$ cat src/rtl/moore_seq_checker_sat_counter.sv
// Saturating up-counter with synchronous clear; clear wins, then a
// same-cycle increment lands on 1.
module sat_counter #(
  parameter int unsigned W = 8
) (
  input  logic         clk,
  input  logic         rst_n,
  input  logic         clr_i,
  input  logic         inc_i,
  output logic [W-1:0] count_o
);

  localparam logic [W-1:0] ONE = W'(1);

  logic [W-1:0] cnt_q;

  always_ff @(posedge clk or negedge rst_n) begin
    if (!rst_n) begin
      cnt_q <= '0;
    end else if (clr_i) begin
      cnt_q <= inc_i ? ONE : '0;
    end else if (inc_i && (cnt_q != '1)) begin
      cnt_q <= cnt_q + ONE;
    end
  end

  assign count_o = cnt_q;

endmodule

$ cat config.mk
export PLATFORM = sky130hd
export DESIGN_NAME = sat_counter
export DESIGN_NICKNAME = d
export VERILOG_FILES = /design/src/rtl/moore_seq_checker_sat_counter.sv
export SDC_FILE = /design/constraint.sdc
export NUM_CORES = 1
export LEC_CHECK = 0
export CORE_AREA = 2 2 39 41
export DETAILED_ROUTE_END_ITERATION = 10
export DIE_AREA = 0 0 41 43
export GPL_TIMING_DRIVEN = 0
export PLACE_DENSITY = 0.66
export SYNTH_ARGS = -nofsm -noshare
export SYNTH_HDL_FRONTEND = slang
export SYNTH_SLANG_ARGS = --single-unit
$ cat constraint.sdc
create_clock -name clk -period 2.57 [get_ports clk]
set_input_delay 0.3855 -clock clk [delete_from_list [all_inputs] [get_ports clk]]
set_output_delay 0.3855 -clock clk [all_outputs]
set_load 0.01 [all_outputs]
==> results of run 1 <==
[worst register-to-register path, cell delays in order (launching register included)]
cell	delay, ns
dfrtp_1	0.42
ha_1	0.24
and3_1	0.23
a2111oi_2	0.37
nor3b_1	0.08
[cell families after synthesis]
group,count (synthesis),synth area share
compound gates,15,0.2328
simple gates,18,0.2566
mux,1,0.02116
fa+ha+maj,1,0.02645
flops,8,0.4233
buf+inv,4,0.03969
[final cells by class]
cell class	instances	share of cell area
Inverter	2	0.01200
Buffer	2	0.01800
Tap cell	16	0.03200
Clock buffer	3	0.03600
Sequential cell	8	0.3200
Multi-Input combinational cell	35	0.4060
Timing Repair Buffer	11	0.1760
[Yosys cell counts]
| cell type | n |
|---|---|
| dfrtp_1 | 8 |
| a21oi_1 | 5 |
| nand2b_1 | 4 |
| nand2_1 | 3 |
| and3_1 | 2 |
| inv_1 | 2 |
| o21ai_0 | 2 |
| or3_1 | 2 |
| a2111oi_2 | 1 |
| a211o_1 | 1 |
| a211oi_1 | 1 |
| a21boi_2 | 1 |
| a311oi_1 | 1 |
| a41oi_1 | 1 |
| and4_4 | 1 |
| and4bb_2 | 1 |
| buf_4 | 1 |
| clkbuf_1 | 1 |
| ha_1 | 1 |
| mux2i_1 | 1 |
| nand3_1 | 1 |
| nand4_1 | 1 |
| nand4_2 | 1 |
| nor3_1 | 1 |
| nor3b_1 | 1 |
| o211ai_1 | 1 |
| o31ai_1 | 1 |
[where the power goes]
part / leakage [uW] / internal, uW / total, uW / switching, uW
Combinational: 0.000126 / 19.8 / 36.0 / 16.2
Sequential: 0.000109 / 131 / 137 / 6.12
Clock: 0.0000138 / 53.5 / 97.0 / 43.5
Total: 0.000249 / 204 / 270 / 65.8
[placed cells by master, fill, tap and decap left out, types with 2 or more instances in the layout]
cell type,netlist,final
nand2_1,3,3
o21ai_0,2,2
nand2b_1,4,4
dfrtp_1,8,8
inv_1,2,2
clkbuf_4,0,3
or3_1,2,2
a21oi_1,5,5
clkdlybuf4s50_1,0,11
and3_1,2,2
[how the worst max path moves through the flow]
stage,cells past startpoint,endpoint
after floorplan,4,count_o[5]$_DFFE_PN0P_
after global placement,4,count_o[5]$_DFFE_PN0P_
after detailed placement,4,count_o[5]$_DFFE_PN0P_
after CTS,1,count_o[7]
after global routing,1,count_o[7]
final,1,count_o[7]
[stage by stage]
step	instances	utilization	total power, uW	cell area [um^2]
6_report	77	0.4521	269.8	625.6
5_1_grt	77	0.4521	285.2	625.6
4_1_cts	77	0.4521	271.5	625.6
3_5_place_dp	74	0.4358	175.8	603.1
3_3_place_gp	74	0.4358	174.7	603.1
2_1_floorplan	47	-	154.3	473.0
[metal layers]
| layer | vias to the layer above | wire length [um] | share of wire | track usage |
|---|---|---|---|---|
| li1 | 211 | - | - | - |
| met1 | 198 | 497 | 0.49 | 0.2112 |
| met2 | 9 | 478 | 0.47 | 0.1813 |
| met3 | 2 | 32 | 0.031 | 0.03141 |
| met4 | 0 | 12 | 0.012 | 0.08000 |
| met5 | - | 0 | 0 | 0 |
==> impl_table.tex, run 1 <==
\begin{tabular}{lr}
\hline
Metric & Value \\
\hline
\multicolumn{2}{l}{\textbf{Timing}} \\
Setup repair after global routing missed its margin & no \\
Slew Limit Fails & 0 \\
Hold Slack & between 0.4 and 0.5 ns \\
Slew headroom & 0.7447 \\
Final worst-path cycle share & 0.6574 \\
Period minus WS final & 1.690 ns \\
Highest achievable clock rate & approximately 0.59 GHz \\
Slew at the pin with the worst max-slew slack & 0.3818 ns \\
Worst setup slack after layout & a little under 0.9 ns \\
Final count of negative-setup-slack endpoints & 0 \\
Final hold violations & 0 \\
Clock tree skew after final layout & 0.005314 ns \\
Post-route setup TNS & 0 ns \\
\multicolumn{2}{l}{\textbf{Logic synthesis}} \\
Yosys reg bits & 8 \\
Yosys top cell area share & 0.4233 \\
Library cell with the largest summed area after synthesis & dfrtp\_1 \\
Synth warnings & 0 \\
Post-synthesis average cell area & between 10 and 15 um\^{}2 \\
Post-synthesis cell area & around 470 um\^{}2 \\
Synth cell types & 27 \\
Synth Instances & 47 \\
Sequential-to-total area share from yosys stat & 0.4233 \\
Cell types occupying the most area after synthesis & dfrtp\_1 42\%, a21oi\_1 5.3\%, nand2b\_1 5.3\%, a2111oi\_2 3.2\%, and3\_1 2.6\% \\
Post-synthesis net count & 52 \\
\multicolumn{2}{l}{\textbf{Routing}} \\
Post-DRT Antenna Nets & 0 \\
Via density per instance & 5.455 \\
Detailed Routing Iterations Pass 1 & 4 \\
Count of routing violations after the opening detailed-route iteration & 8 \\
Remaining routing DRC violations & 0 \\
Via total after detailed routing & 420 \\
Wirelength per Cell & 13.26 um \\
Routed wire length & slightly above 1 mm \\
\multicolumn{2}{l}{\textbf{Job}} \\
Number of max-capacitance violations reported & 0 \\
\multicolumn{2}{l}{\textbf{Placement}} \\
Setup Slack @ Placement & about 0.83 ns \\
Placed wire-length estimate & 742.1 um \\
Final weighted congestion in routability-driven placement & 0.7413 \\
Port-buffer cells & 11 \\
\multicolumn{2}{l}{\textbf{Setup path}} \\
CP startpoint & count\_o[7]\$\_DFFE\_PN0P\_ \\
Maximum single-stage delay on the critical path & just under 0.6 ns \\
Sort of element at the end of the critical path & output port \\
Crit path kind & register to output port \\
Register-to-Register Setup Slack & about 1.1 ns \\
Startpoint of the worst register-to-register path & count\_o[0]\$\_DFFE\_PN0P\_ \\
Maximum net fanout on the critical path & 7 \\
Worst reg2reg path endpoint & count\_o[5]\$\_DFFE\_PN0P\_ \\
Critical Path, Cell by Cell & clkdlybuf4s50\_1 \\
Slowest cell on the critical path & clkdlybuf4s50\_1 \\
Buf+Inv Stages, Crit Path & 1 \\
Startpoint class of the critical path & register \\
Number of cells on the worst reg-to-reg path & 4 \\
Kind of cell with the highest combined delay on the critical path & buffers and inverters \\
Data required, critical path & between 2 and 2.5 ns \\
CP arrival & 1.30 ns \\
\multicolumn{2}{l}{\textbf{Clocking}} \\
Clock network latency to the later pin of the worst-skew pair & 0.25 ns \\
Maximum level of the CTS H-tree & 1 \\
TritonCTS clock tree & yes \\
CTS Hold Buffers Added & 0 \\
Clk pin slew, worst setup/hold paths & 0.06 ns \\
TritonCTS Buffers & 3 \\
Library cell used as clock root buffer & clkbuf\_4 \\
Number of sinks on the clock net & 8 \\
Buffer levels on the longest clock path & 2 \\
Number of gates given a new drive strength after cts & 0 \\
Postcts setup bufs & 0 \\
\multicolumn{2}{l}{\textbf{Floorplanning}} \\
Count of boundary I/O pins & 12 \\
Die Height & 43 um \\
Core area & 1384 um\^{}2 \\
Starting utilization of the core area & 0.3418 \\
Placement row count & 14 \\
Die X & 41 um \\
Total die area & approximately 1800 um\^{}2 \\
\multicolumn{2}{l}{\textbf{Layout}} \\
Max FFs per register & 8 \\
Share of post-route cells with drive strength above 1 & 0.1475 \\
Sequential cell area in the final layout & between 200 and 250 um\^{}2 \\
Inserted Diodes & 0 \\
Growth of design area from synthesis to finish & 32.28\% \\
Multi-input logic area & 254.0 um\^{}2 \\
Count of nets after finishing & 68 \\
Number of fill cells in the layout & 140 \\
\multicolumn{2}{l}{\textbf{Global route}} \\
Maximum number of pins on one net before global-route repair & 11 \\
Number of global-route vias before repair & 365 \\
Total routing resource utilization after global routing & 0.1417 \\
Antenna violations before repair & 0 \\
Wire length of the first global-routing pass & between 1.5 and 2 mm \\
Grt ovf & 0 \\
\multicolumn{2}{l}{\textbf{Pwr}} \\
Leakage power & 0.0002488 uW \\
Pwr/cell area & 431.2 nW/um\^{}2 \\
IR Drop Worst-Case VDD & 0.1683 mV \\
\multicolumn{2}{l}{\textbf{Hold path}} \\
Hold WC Path Type & input pin to asynchronous set/reset pin \\
\multicolumn{2}{l}{\textbf{Status}} \\
Status & finished, final reports clean \\
\hline
\end{tabular}
Power figures use the tool's default switching activity.
==> run 2, diff against run 1 <==
==> constraint.sdc (replaced) <==
create_clock -name clk -period 1.6 [get_ports clk]
set_input_delay 0.24 -clock clk [delete_from_list [all_inputs] [get_ports clk]]
set_output_delay 0.24 -clock clk [all_outputs]
set_load 0.01 [all_outputs]
==> impl_table.tex, run 2 (synthesis gave the netlist of run 1 again) <==
\begin{tabular}{lr}
\hline
Metric & Value \\
\hline
\multicolumn{2}{l}{\textbf{Status}} \\
Status & finished, final reports clean \\
\multicolumn{2}{l}{\textbf{Setup path}} \\
Register-to-Register Setup Slack & 0.12 ns \\
Buf+Inv Stages, Crit Path & 1 \\
Slowest cell on the critical path & clkdlybuf4s50\_1 \\
Startpoint of the worst register-to-register path & count\_o[0]\$\_DFFE\_PN0P\_ \\
CP startpoint & count\_o[4]\$\_DFFE\_PN0P\_ \\
Data required, critical path & 1.36 ns \\
Maximum single-stage delay on the critical path & 0.58 ns \\
Kind of cell with the highest combined delay on the critical path & buffers and inverters \\
Sort of element at the end of the critical path & output port \\
Crit path kind & register to output port \\
Startpoint class of the critical path & register \\
CP arrival & 1.29 ns \\
Worst reg2reg path endpoint & count\_o[5]\$\_DFFE\_PN0P\_ \\
Critical Path, Cell by Cell & clkdlybuf4s50\_1 \\
Maximum net fanout on the critical path & 8 \\
Number of cells on the worst reg-to-reg path & 4 \\
\multicolumn{2}{l}{\textbf{Clocking}} \\
Buffer levels on the longest clock path & 2 \\
TritonCTS Buffers & 3 \\
Number of gates given a new drive strength after cts & 0 \\
CTS Hold Buffers Added & 0 \\
Clock network latency to the later pin of the worst-skew pair & 0.25 ns \\
Postcts setup bufs & 0 \\
Library cell used as clock root buffer & clkbuf\_4 \\
Number of sinks on the clock net & 8 \\
TritonCTS clock tree & yes \\
Maximum level of the CTS H-tree & 1 \\
Clk pin slew, worst setup/hold paths & 0.06 ns \\
\multicolumn{2}{l}{\textbf{Timing}} \\
Slew at the pin with the worst max-slew slack & 0.3816 ns \\
Period minus WS final & around 1.5 ns \\
Highest achievable clock rate & 0.6543 GHz \\
Final hold violations & 0 \\
Final worst-path cycle share & 0.9552 \\
Slew headroom & 0.7448 \\
Slew Limit Fails & 0 \\
Clock tree skew after final layout & 0.005312 ns \\
Setup repair after global routing missed its margin & no \\
Post-route setup TNS & 0 ns \\
Final count of negative-setup-slack endpoints & 0 \\
\multicolumn{2}{l}{\textbf{Routing}} \\
Detailed Routing Iterations Pass 1 & 4 \\
Post-DRT Antenna Nets & 0 \\
Routed wire length & approximately 1.0 mm \\
Wirelength per Cell & roughly 13 um \\
Via total after detailed routing & 420 \\
Via density per instance & approximately 5.5 \\
Remaining routing DRC violations & 0 \\
Count of routing violations after the opening detailed-route iteration & 8 \\
\multicolumn{2}{l}{\textbf{Global route}} \\
Antenna violations before repair & 0 \\
Maximum number of pins on one net before global-route repair & 11 \\
Number of global-route vias before repair & roughly 370 \\
Wire length of the first global-routing pass & 1.662 mm \\
Grt ovf & 0 \\
Total routing resource utilization after global routing & 0.1417 \\
\multicolumn{2}{l}{\textbf{Floorplanning}} \\
Die Height & 43 um \\
Starting utilization of the core area & 0.3418 \\
Total die area & approximately 1800 um\^{}2 \\
Core area & 1384 um\^{}2 \\
Count of boundary I/O pins & 12 \\
Die X & 41 um \\
Placement row count & 14 \\
\multicolumn{2}{l}{\textbf{Pwr}} \\
Leakage power & 0.0002471 uW \\
Fraction of power spent switching nets & 0.2439 \\
Design Power & 433.3 uW \\
Part of the power in registers & 0.507 \\
Internal Power & between 300 and 400 uW \\
Clock share of power & 0.360 \\
IR Drop Worst-Case VDD & 0.2704 mV \\
Pwr/cell area & 691.2 nW/um\^{}2 \\
Portion of total power attributed to combinational logic & 0.133 \\
Sw Pwr & roughly 110 uW \\
\multicolumn{2}{l}{\textbf{Job}} \\
Number of max-capacitance violations reported & 0 \\
\multicolumn{2}{l}{\textbf{Placement}} \\
Final weighted congestion in routability-driven placement & 0.7413 \\
Cell area after placement & 603.1 um\^{}2 \\
Placed wire-length estimate & 742.1 um \\
Port-buffer cells & 11 \\
\multicolumn{2}{l}{\textbf{Layout}} \\
Final instance area & 626.9 um\^{}2 \\
Share of post-route cells with drive strength above 1 & 0.1639 \\
Inserted Diodes & 0 \\
Count of nets after finishing & 68 \\
Most common cell after layout, fill and taps aside & clkdlybuf4s50\_1 \\
Max FFs per register & 8 \\
Growth of design area from synthesis to finish & 32.54\% \\
Commonest cells after routing, fill and taps aside & 11 x clkdlybuf4s50\_1, 7 x dfrtp\_1, 5 x a21oi\_1 \\
\multicolumn{2}{l}{\textbf{Hold path}} \\
Hold WC Path Type & input pin to asynchronous set/reset pin \\
\hline
\end{tabular}
==> run 2: cell counts in the layout (fill, tap and decap cells not counted) <==
No cell type changed its count.
==> run 2: final cells by class <==
type                    count  area, um^2
inverters                   2       7.507
repair buffers             11       110.1
plain buffers               2       11.26
fillers                   139       757.0
flip-flops and latches      8       201.4
multi-input cells          35       254.0
clock buffers               3       22.52
well taps                  16       20.02
==> run 2: routing by layer <==
metal	part of all wire	GRT usage
met5	0	0
met4	0.012	0.08000
met3	0.031	0.03141
met2	0.47	0.1813
met1	0.49	0.2112
==> run 2: power groups by stage <==
stage          clock [uW]  combinational (uW)  sequential, uW
2_1_floorplan           0                21.9             226
3_3_place_gp            0                57.1             223
3_5_place_dp            0                58.5             224
4_1_cts               157                58.7             220
5_1_grt               173                63.7             221
6_report              156                57.7             220
==> run 2: worst max path at each step <==
| stage | end | slack, ns | cells past startpoint |
|---|---|---|---|
| after floorplan | count_o[5]$_DFFE_PN0P_ | 0.17 | 4 |
| after global placement | count_o[5]$_DFFE_PN0P_ | 0.02 | 4 |
| after detailed placement | count_o[5]$_DFFE_PN0P_ | 0.003 | 4 |
| after CTS | count_o[7] | 0.04 | 1 |
| after global routing | count_o[5]$_DFFE_PN0P_ | 0.01 | 4 |
| final | count_o[4] | 0.07 | 1 |
==> run 2: stage by stage <==
stage | util | setup slack, ns | hold WS [ns] | instances
3_3_place_gp | 0.4358 | 0.02242 | 0.5527 | 74
4_1_cts | 0.4521 | 0.04422 | 0.2910 | 77
5_1_grt | 0.4530 | 0.01414 | 0.2958 | 77
6_report | 0.4530 | 0.07169 | 0.2729 | 77
2_1_floorplan | - | 0.1731 | -0.05559 | 47
3_5_place_dp | 0.4358 | 0.003063 | 0.5560 | 74
==> run 3, diff against run 2 <==
--- a/config.mk
+++ b/config.mk
@@ -10,6 +10,7 @@
 export DIE_AREA = 0 0 41 43
 export GPL_TIMING_DRIVEN = 0
 export PLACE_DENSITY = 0.66
+export SKIP_CTS_REPAIR_TIMING = 1
 export SYNTH_ARGS = -nofsm -noshare
 export SYNTH_HDL_FRONTEND = slang
 export SYNTH_SLANG_ARGS = --single-unit
==> results of run 3 <==
Same layout as run 2: the final DEF is identical, and so are final timing and power.
